`src/rtl/spm_pkg.sv`:
```
// Shared types and helpers for the serial-parallel multiplier sequencer.
package spm_pkg;

    typedef enum logic [1:0] {
        IDLE,
        CLEAR,
        RUN,
        DONE
    } spm_state_e;

    // The RUN counter must hold the value 2N+LAT without wrapping.
    function automatic int spm_cnt_w(input int n, input int lat);
        return $clog2(2 * n + lat + 1);
    endfunction

endpackage

```
`src/rtl/spm_piso_sipo.sv`:
```
// Multiplier serialiser (LSB first, sign/zero extended to 2N bits) and
// product deserialiser for the spm sequencer.
module spm_piso_sipo
    import spm_pkg::*;
#(
    parameter int N      = 32,
    parameter int SIGNED = 1
) (
    input  logic           clk_i,
    input  logic           rst_ni,
    input  logic           load_i,
    input  logic [N-1:0]   b_i,
    input  logic           shift_i,
    input  logic           capture_i,
    input  logic           p_bit_i,
    output logic           y_o,
    output logic [2*N-1:0] p_o
);

    logic [2*N-1:0] b_sr_q, b_sr_d;
    logic [2*N-1:0] p_sr_q, p_sr_d;
    logic [N-1:0]   b_ext;

    assign b_ext = (SIGNED != 0) ? {N{b_i[N-1]}} : '0;

    always_comb begin
        b_sr_d = b_sr_q;
        p_sr_d = p_sr_q;
        if (load_i) begin
            b_sr_d = {b_ext, b_i};
        end else if (shift_i) begin
            b_sr_d = {1'b0, b_sr_q[2*N-1:1]};
        end
        // Product bits arrive LSB first, so they enter at the top and walk down.
        if (capture_i) begin
            p_sr_d = {p_bit_i, p_sr_q[2*N-1:1]};
        end
    end

    always_ff @(posedge clk_i or negedge rst_ni) begin
        if (!rst_ni) begin
            b_sr_q <= '0;
            p_sr_q <= '0;
        end else begin
            b_sr_q <= b_sr_d;
            p_sr_q <= p_sr_d;
        end
    end

    assign y_o = b_sr_q[0];
    assign p_o = p_sr_q;

endmodule

```
`src/rtl/spm_seq_ctrl.sv`:
```
// Sequencer for the serial-parallel multiplier array: operand handshake,
// array clear, serial multiplier stream and product handshake.
module spm_seq_ctrl
    import spm_pkg::*;
#(
    parameter int N      = 32,
    parameter int LAT    = 1,
    parameter int SIGNED = 1
) (
    input  logic           clk,
    input  logic           rst,
    input  logic           in_valid,
    output logic           in_ready,
    input  logic [N-1:0]   in_a,
    input  logic [N-1:0]   in_b,
    output logic           out_valid,
    input  logic           out_ready,
    output logic [2*N-1:0] out_p,
    output logic [N-1:0]   spm_x,
    output logic           spm_y,
    output logic           spm_clr,
    input  logic           spm_p,
    output logic           busy
);

    localparam int CW = spm_cnt_w(N, LAT);
    localparam logic [CW-1:0] K_LAST = CW'(2 * N + LAT - 1);
    localparam logic [CW-1:0] K_YEND = CW'(2 * N);
    localparam logic [CW:0]   K_CAP1 = (CW + 1)'(LAT);

    spm_state_e    state_q, state_d;
    logic [CW-1:0] k_q, k_d;
    logic [N-1:0]  x_q, x_d;
    logic          rdy_q, rdy_d;

    logic load, shift, capture, y_en, y_raw;

    // in_ready is registered so it stays low throughout reset and rises
    // only on the first edge after release.
    always_comb begin
        state_d   = state_q;
        k_d       = k_q;
        x_d       = x_q;
        load      = 1'b0;
        shift     = 1'b0;
        capture   = 1'b0;
        y_en      = 1'b0;
        spm_clr   = 1'b0;
        out_valid = 1'b0;
        busy      = 1'b0;
        case (state_q)
            IDLE: begin
                if (in_valid && rdy_q) begin
                    x_d     = in_a;
                    load    = 1'b1;
                    state_d = CLEAR;
                end
            end
            CLEAR: begin
                spm_clr = 1'b1;
                busy    = 1'b1;
                k_d     = '0;
                state_d = RUN;
            end
            RUN: begin
                busy    = 1'b1;
                y_en    = (k_q < K_YEND);
                shift   = y_en;
                // Capture starts once the first product bit has crossed the array (k >= LAT).
                capture = (({1'b0, k_q} + 1'b1) > K_CAP1);
                if (k_q == K_LAST) begin
                    state_d = DONE;
                end else begin
                    k_d = k_q + 1'b1;
                end
            end
            DONE: begin
                out_valid = 1'b1;
                if (out_ready) begin
                    state_d = IDLE;
                end
            end
            default: state_d = IDLE;
        endcase
        rdy_d = (state_d == IDLE);
    end

    always_ff @(posedge clk or negedge rst) begin
        if (!rst) begin
            state_q <= IDLE;
            k_q     <= '0;
            x_q     <= '0;
            rdy_q   <= 1'b0;
        end else begin
            state_q <= state_d;
            k_q     <= k_d;
            x_q     <= x_d;
            rdy_q   <= rdy_d;
        end
    end

    spm_piso_sipo #(
        .N      (N),
        .SIGNED (SIGNED)
    ) u_sr (
        .clk_i     (clk),
        .rst_ni    (rst),
        .load_i    (load),
        .b_i       (in_b),
        .shift_i   (shift),
        .capture_i (capture),
        .p_bit_i   (spm_p),
        .y_o       (y_raw),
        .p_o       (out_p)
    );

    assign spm_y    = y_en & y_raw;
    assign spm_x    = x_q;
    assign in_ready = rdy_q;

endmodule
```
`config.mk`:
```
export PLATFORM = sky130hd
export DESIGN_NAME = spm_seq_ctrl
export DESIGN_NICKNAME = d
export VERILOG_FILES = /design/src/rtl/spm_pkg.sv /design/src/rtl/spm_piso_sipo.sv /design/src/rtl/spm_seq_ctrl.sv
export SDC_FILE = /design/constraint.sdc
export NUM_CORES = 1
export LEC_CHECK = 0
export CAP_MARGIN = 5
export CORE_UTILIZATION = 54
export DETAILED_ROUTE_END_ITERATION = 7
export PLACE_DENSITY_LB_ADDON = 0.12
export SYNTH_ARGS = -nofsm -noshare
export SYNTH_HDL_FRONTEND = slang
export SYNTH_SLANG_ARGS = --single-unit
```
`constraint.sdc`:
```
create_clock -name clk -period 3.7 [get_ports clk]
set_input_delay 0.74 -clock clk [delete_from_list [all_inputs] [get_ports clk]]
set_output_delay 0.74 -clock clk [all_outputs]
set_load 0.01 [all_outputs]
```
== Word-level counts from Yosys, hierarchy flattened ==
Cells that the tools add are included.

* Bits in registers: 170

* Add/subtract/negate cells: 2
* Order comparisons: 2
* Eq/ne operators: 5
* Muxes and demuxes: 15
* Bitwise logic cells: 1
* Reduce and logical (&&, ||, !) cells: 8

{| class="wikitable"
|+ Operator list
! operator !! number
|-
| $mux W64 || 2
|-
| $pmux W7 S2 || 1
|-
| $add A7 B1 Y8 const B || 1
|-
| $gt A8 B1 Y1 const B || 1
|-
| $pmux W2 S4 || 1
|-
| $add A7 B1 Y7 const B || 1
|-
| $eq A7 B7 Y1 const B || 1
|-
| $lt A7 B7 Y1 const B || 1
|-
| $mux W1 || 7
|-
| $mux W7 || 1
|-
| $mux W2 || 3
|-
| $eq A2 B2 Y1 const B || 2
|-
| $logic_not A2 Y1 || 2
|-
| $reduce_and A2 Y1 || 2
|-
| $reduce_bool A2 Y1 || 2
|-
| $eq A2 B1 Y1 const B || 1
|-
| $ne A2 B2 Y1 const B || 1
|-
| $reduce_or A2 Y1 || 1
|-
| $and A1 B1 Y1 || 1
|-
| $logic_and A1 B1 Y1 || 1
|}

== Longest topological paths before layout ==
Gate-level depths: netlist of the first run.

* Depth after elaboration: 4
* Gate-level depth with buffers: 8

== Modules after synthesis ==
From an unflattened synthesis of the first run, not the netlist that was laid out.

* Cells, all modules: 525
* Area total of the unflattened synthesis: 7435.9 µm²

{| class="wikitable"
|+ Modules (own cells, without submodules)
! module !! instances !! cells an instance !! area an instance (µm²) !! seq. area each (µm²)
|-
| spm_piso_sipo || 1 || 380 || 5536.6 || 3203.1
|-
| spm_seq_ctrl || 1 || 145 || 1899.3 || 1051.0
|}

== Worst setup path before layout of the first run ==
No wires, ideal clock.

* Kind: flip-flop to flip-flop
* Start: register k_q[0]
* End: register u_sr.p_sr_q[10], in the netlist u_sr.p_o[10]
* Setup time: 0.125 ns
* Arrival: 1.942 ns
* Path slack: 1.633 ns
* Cell stages (with the launch flop): 9
* Path buffers: 2
* Clock period less this slack: 2.067 ns
* Cell sequence: dfrtp_1 -> ha_1 -> and2_4 -> a21oi_1 -> o311ai_0 -> o211a_1 -> buf_6 -> buf_12 -> mux2_4

* Cells in the longest elaborated chain, start to end: 3

{| class="wikitable"
|+ Ends and longest elaborated chain
! what !! line !! source
|-
| start, declared || spm_seq_ctrl.sv:32 || <nowiki>logic [CW-1:0] k_q, k_d;</nowiki>
|-
| start signal, assigned || spm_seq_ctrl.sv:96 || <nowiki>k_q <= k_d;</nowiki>
|-
| $add A7 B1 Y8 || spm_seq_ctrl.sv:70 || <nowiki>capture = (({1'b0, k_q} + 1'b1) > K_CAP1);</nowiki>
|-
| $gt A8 B1 Y1 || spm_seq_ctrl.sv:70 ||
|-
| $mux W1 || spm_seq_ctrl.sv:51 || <nowiki>case (state_q)</nowiki>
|-
| end signal, assigned || spm_piso_sipo.sv:46 || <nowiki>p_sr_q <= p_sr_d;</nowiki>
|-
| end, declared || spm_piso_sipo.sv:21 || <nowiki>logic [2*N-1:0] p_sr_q, p_sr_d;</nowiki>
|}

Every way passes these cells.
A chain may end at the register's enable or synchronous reset.

== Worst setup path in the final report of the first run ==
* Start: register state_q[0]
* End: output spm_y

* Cells in the longest elaborated chain, start to end: 3

{| class="wikitable"
|+ Ends and longest elaborated chain
! what !! line !! source
|-
| start, declared || spm_seq_ctrl.sv:31 || <nowiki>spm_state_e state_q, state_d;</nowiki>
|-
| start signal, assigned || spm_seq_ctrl.sv:95 || <nowiki>state_q <= state_d;</nowiki>
|-
| $eq A2 B2 Y1 || spm_seq_ctrl.sv:51 ||
|-
| $mux W1 || spm_seq_ctrl.sv:51 ||
|-
| $and A1 B1 Y1 || spm_seq_ctrl.sv:117 || <nowiki>assign spm_y = y_en & y_raw;</nowiki>
|-
| end, declared || spm_seq_ctrl.sv:20 || <nowiki>output logic spm_y,</nowiki>
|}

Every way passes these cells.

==> results of run 1 <==
==> metal layers <==
layer / up-vias / routed length, um / track usage [%] / part of all wire, %
li1: 2371 / - / - / -
met1: 2536 / 6490 / 29.7 / 44
met2: 153 / 7410 / 35.6 / 50
met3: 22 / 606 / 5.04 / 4.1
met4: 0 / 233 / 8.17 / 1.6
met5: - / 0 / 0 / 0
==> flip-flops by register name, indices dropped and copies added (netlist names) <==
name,count
in_ready,1
u_sr.p_o,64
state_q,2
k_q,7
u_sr.b_sr_q,64
spm_x,32
==> per-stage QoR <==
step | instance area, sq um | hold slack (ns) | cells
finish | 9660 | 0.375 | 948
global route | 9660 | 0.420 | 948
CTS | 9660 | 0.400 | 948
detailed placement | 9040 | 0.494 | 916
global placement | 9040 | 0.481 | 916
floorplan | 7270 | 0.444 | 600
==> where the power goes <==
group	leakage, nW	internal [mW]	switching, mW	total (mW)
Clock	0.290	1.08	0.732	1.82
Sequential	2.16	2.51	0.371	2.88
Combinational	2.02	1.34	1.25	2.59
Total	4.47	4.93	2.35	7.28
==> worst reg2reg max path, cell delays in order, from the launching register on <==
cell	delay [ns]
dfrtp_1	0.44
ha_1	0.26
and2_4	0.19
a21oi_1	0.06
o311ai_0	0.39
o211a_4	0.56
buf_4	0.35
mux2_2	0.36
==> logic make-up after synthesis <==
kind of cell / count (synthesis)
mux: 97
compound gates: 87
simple gates: 190
fa+ha+maj: 9
buf+inv: 46
xor+xnor: 1
flops: 170
==> worst max-delay path by stage <==
stage / from / to
after floorplan: k_q[0] / u_sr.p_o[10]
after global placement: in_valid / spm_x[0]
after detailed placement: k_q[1] / u_sr.p_o[63]
after CTS: state_q[0] / spm_y
after global routing: state_q[0] / spm_y
final: state_q[0] / spm_y
==> final cells by class <==
class	instances	area, sq um	area share [%]
Sequential cell	170	4250	44.1
Multi-Input combinational cell	384	2760	28.6
Timing Repair Buffer	179	1780	18.4
Clock buffer	18	439	4.55
Tap cell	176	220	2.28
Clock inverter	14	173	1.79
Inverter	7	26.3	0.272
==> cell usage in the layout, fill, tap and decap left out, types with 2 or more instances in the layout <==
cell type	netlist	layout
bufinv_16	0	3
nand3_1	6	5
o21ai_0	9	9
o22ai_1	2	2
clkinv_2	0	3
a31oi_1	64	64
buf_4	2	9
clkbuf_16	0	17
ha_1	9	9
mux2_4	60	60
clkdlybuf4s50_1	0	168
a21oi_1	3	3
and3_1	2	2
nand2_1	135	134
nor2_1	43	42
inv_1	7	7
mux2_2	37	37
dfrtp_1	170	170
clkinvlp_4	0	4
clkinv_4	0	3
a22o_1	2	2
==> metrics, run 1 <==
Via density 5.36; Worst Reg2Reg Path Length in Cells 7; maximum fanout along the worst path 13; largest family of logic cells by synthesized area multiplexers; RePlAce Congestion 0.786; Critical Path RT 2.96 ns; utilization after layout between 70% and 80%; Post-DP HPWL ~10 mm; ANT nets after route 0; Yosys cell types 32; Clock Latency Late Sink 0.42 ns; PD cells 754 mW/mm^2; io pins between 150 and 200; Clock transition at path regs roughly 0.06 ns; Max Clock Skew 0.00762 ns; layout filler cell count approximately 900; number of synthesized flops with an enable pin 0; Power, Total roughly 7.3 mW; status finished, final reports clean; die height around 120 um; dominant synthesized flop cell dfrtp_1; worst-margin pin slew 1.14 ns; CP delay by family, top buffers and inverters; crit-path cells inv_1 > ha_1 > and3_1 > clkdlybuf4s50_1; Syn Nets a little under 700; post-synth top area cell dfrtp_1; mux cell area share after synthesis between 10% and 20%; Residual DRC 0; Worst Path Arrival 2.18 ns; Yosys warnings 0; DP Worst Slack about 0.99 ns; area delta synth->final 32.8%; Max-cap violations 0; mapped cell area between 0.007 and 0.008 sq mm; CTS sink cnt 170; overall routed net length around 15 mm; die width 118 um; H-tree Lvls 4; Rows 42; Synth Area in Compound Gates 7.55%; total track usage 22.2%; ys async rst share 100%; slowest cell delay on critical path 0.53 ns; r2r endpoint u_sr.p_o[63]; initial antenna violation count 0; Root Buffer clkbuf_16; hold_buf cts 0; top-count cell post-synth dfrtp_1; Initial Util ~55%; Post-CTS Setup Bufs 0; crit path capture type primary output; worst reg2reg path startpoint k_q[0]; shortest period the worst path allows 2.92 ns; pin count of the biggest net entering global routing 90; IO Port Bufs about 170; CP bufs+invs 2; Hold Vio Cnt, Final 0; Num CTS Buffers 17; Seq cells post-synth 170; area share of and/or/nand/nor cells after synthesis between 10% and 20%; post-synth top area share between 50% and 60%; Slew Limit Fails 0; r2r setup slk between 0.9 and 1 ns; cts repair resizes 0; Iter 0 DRT Violations approximately 350; final-stage net count between 800 and 900; unrepaired setup endpoints after global routing false; Setup WS post-layout between 0.7 and 0.8 ns; Max clock buf depth 2; mean post-synth cell area between 10 and 15 sq um; Final Cycle Share about four fifths; Setup TNS 0 ns; Peak Freq between 0.3 and 0.4 GHz; total gr overflow 0; sequential share of the synthesized area between 50% and 60%; Pre-antenna DRT Iters 4; Slowest cell on crit path clkdlybuf4s50_1; Slew HR 23.5%; Hold Path Class input port to async pin; final setup violating endpoints 0; Area contributors post-synth dfrtp_1 (58%), mux2_4 (12%), nand2_1 (7.0%); via count just over 5000; share of cells above drive strength 1 a little under a fifth; detailed-route wire length per cell about 16 um; cell count along the critical path 4; TritonCTS clock tree done; post-synthesis xor/xnor area fraction less than 1%; Peak VDD IR about 0.44 mV; Commonest cells post-synth dfrtp_1 (170), nand2_1 (135), a31oi_1 (64); number of global-route vias before repair between 4000 and 5000; first-pass GRT wire length roughly 25 mm; Startpoint Class flop; CORE AREA 0.0132 sq mm; Ant. Diodes 0; Synth Area in Adders about 1.5%; Worst Setup Path Type flop to primary output; Synth Instances 600; die footprint ~0.014 sq mm; Leakage ~4.5 nW
No activity file was read; power rests on OpenSTA's default activity.
==> inputs of run 2 (changes only) <==
--- a/config.mk
+++ b/config.mk
@@ -6,7 +6,7 @@
 export NUM_CORES = 1
 export LEC_CHECK = 0
 export CAP_MARGIN = 5
-export CORE_UTILIZATION = 54
+export CORE_UTILIZATION = 50
 export DETAILED_ROUTE_END_ITERATION = 7
 export PLACE_DENSITY_LB_ADDON = 0.12
 export SYNTH_ARGS = -nofsm -noshare
==> constraint.sdc (replaced) <==
create_clock -name clk -period 2.9 [get_ports clk]
set_input_delay 0.58 -clock clk [delete_from_list [all_inputs] [get_ports clk]]
set_output_delay 0.58 -clock clk [all_outputs]
set_load 0.01 [all_outputs]
==> metrics, run 2 (same netlist as run 1, synthesis figures left out) <==
TritonCTS clock tree done (unchanged); Startpoint Class flop (unchanged); Critical Path RT 2.32 ns (was 2.96 ns); Via density 5.30 (was 5.36); Net Switching 3.01 mW (was 2.35 mW); Slew HR 58.5% (was 23.5%); status finished, final reports clean (unchanged); H-tree Lvls 4 (unchanged); Max-cap violations 0 (unchanged); share of power burned in registers 39.2% (was 39.5%); Post-DP HPWL 9.76 mm (was 9.72 mm); Peak Freq roughly 0.37 GHz; Num CTS Buffers 17 (unchanged); Net Sw Frac 32.2% (was 32.3%); crit-path cells inv_1 > ha_1 > and3_1 > clkdlybuf4s50_1 (unchanged); final-stage net count 840 (was 837); final setup violating endpoints 0 (unchanged); worst-margin pin slew 0.622 ns (was 1.14 ns); Residual DRC 0 (unchanged); die footprint 0.0150 sq mm (was 0.0139 sq mm); slowest cell delay on critical path 0.53 ns (about the same); CORE AREA 0.0140 sq mm (was 0.0132 sq mm); hold_buf cts 0 (unchanged); die height 123 um (was 118 um); Leakage 4.50 nW (was 4.47 nW); Worst Reg2Reg Path Length in Cells 7 (unchanged); total track usage 20.8% (was 22.2%); area delta synth->final 33.6% (was 32.8%); io pins 170 (unchanged); Int Pwr 6.33 mW (was 4.93 mW); Hold Path Class input port to async pin (unchanged); Initial Util 51.8% (was 55.1%); Pre-antenna DRT Iters 5 (was 4); Peak VDD IR 0.506 mV (was 0.442 mV); r2r setup slk 0.40 ns (was 0.97 ns); Post-CTS Setup Bufs 0 (unchanged); Register Area 0.00425 sq mm (unchanged); IO Port Bufs 169 (unchanged); Slew Limit Fails 0 (unchanged); Clock transition at path regs 0.06 ns (about the same); Iter 0 DRT Violations 327 (was 347); overall routed net length 14.9 mm (was 14.7 mm); maximum fanout along the worst path 13 (unchanged); Clock Latency Late Sink 0.43 ns (was 0.42 ns); Setup TNS 0 ns (unchanged); unrepaired setup endpoints after global routing false (unchanged); via count 5064 (was 5082); r2r endpoint u_sr.p_o[0] (was u_sr.p_o[63]); Max Clock Skew 0.0135 ns (was 0.00762 ns); layout filler cell count 1003 (was 896); first-pass GRT wire length 24.3 mm (was 24.6 mm); Rows 43 (was 42); ANT nets after route 0 (unchanged); PD cells 960 mW/mm^2 (was 754 mW/mm^2); total gr overflow 0 (unchanged); Area after DPL 0.00911 sq mm (was 0.00904 sq mm); cell count along the critical path 4 (unchanged); most frequent cells in the layout dfrtp_1 (170), clkdlybuf4s50_1 (168), nand2_1 (134), a31oi_1 (64), mux2_4 (60) (unchanged); WHS 0.0866 ns (was 0.375 ns); crit path capture type primary output (unchanged); initial antenna violation count 0 (unchanged); pin count of the biggest net entering global routing 84 (was 90); Slowest cell on crit path clkdlybuf4s50_1 (unchanged); worst reg2reg path startpoint k_q[0] (unchanged); Worst Setup Path Type flop to primary output (unchanged); Ant. Diodes 0 (unchanged); Final Cycle Share a little over nine tenths; Multi-input gate area 0.00276 sq mm (unchanged); Hold Vio Cnt, Final 0 (unchanged); design area 0.00972 sq mm (was 0.00966 sq mm); Worst Path Arrival 2.16 ns (was 2.18 ns); commonest non-fill, non-tap cell in the layout dfrtp_1 (unchanged); CTS sink cnt 170 (unchanged); number of global-route vias before repair 4949 (was 4932); Logic pwr share 35.6% (about the same); shortest period the worst path allows 2.74 ns; cts repair resizes 0 (unchanged); die width 123 um (was 118 um); Root Buffer clkbuf_16 (unchanged); RePlAce Congestion 0.785 (was 0.786); detailed-route wire length per cell 15.6 um (about the same); CP bufs+invs 2 (unchanged); Max clock buf depth 2 (unchanged); share of cells above drive strength 1 19.1% (was 18.9%); CP delay by family, top buffers and inverters (unchanged); power share of the clock group 25.2% (was 24.9%)
-- run 2: layout make-up --
type                            instances  share of cell area (%)
Inverter                                7                   0.270
Clock inverter                         13                    1.74
Tap cell                              180                    2.32
Sequential cell                       170                    43.8
Multi-Input combinational cell        384                    28.4
Timing Repair Buffer                  182                    18.9
Clock buffer                           19                    4.56
-- run 2: how the worst max path moves through the flow --
stage          startpoint           end  slack (ns)
6_report       state_q[0]         spm_y        0.16
5_1_grt        state_q[0]         spm_y       0.009
4_1_cts        state_q[0]         spm_y        0.12
3_5_place_dp       k_q[0]   u_sr.p_o[0]        0.39
3_3_place_gp       k_q[0]  u_sr.p_o[63]        0.54
2_1_floorplan      k_q[0]  u_sr.p_o[10]        0.83
-- run 2: metrics by stage --
| step | power (mW) | instances | util [%] | setup slack [ns] |
|---|---|---|---|---|
| 3_3_place_gp | 6.88 | 923 | 64.9 | 0.540 |
| 4_1_cts | 9.42 | 955 | 69.2 | 0.121 |
| 5_1_grt | 9.93 | 955 | 69.2 | 0.00947 |
| 3_5_place_dp | 7.02 | 923 | 64.9 | 0.389 |
| 6_report | 9.33 | 955 | 69.2 | 0.161 |
| 2_1_floorplan | 5.85 | 600 | - | 0.833 |
-- run 2: power by group through the flow --
stage	Sequential, mW	Clock, mW	Combinational [mW]
5_1_grt	3.75	2.49	3.68
6_report	3.66	2.35	3.33
2_1_floorplan	3.73	0	2.12
3_3_place_gp	3.64	0	3.24
3_5_place_dp	3.69	0	3.34
4_1_cts	3.66	2.39	3.36
-- run 2: layer usage --
| layer | vias up | share of wire, % | track usage (%) |
|---|---|---|---|
| li1 | 2384 | - | - |
| met3 | 16 | 6.3 | 6.32 |
| met4 | 0 | 1.0 | 7.01 |
| met5 | - | 0 | 0 |
| met2 | 179 | 48 | 31.8 |
| met1 | 2485 | 45 | 28.0 |
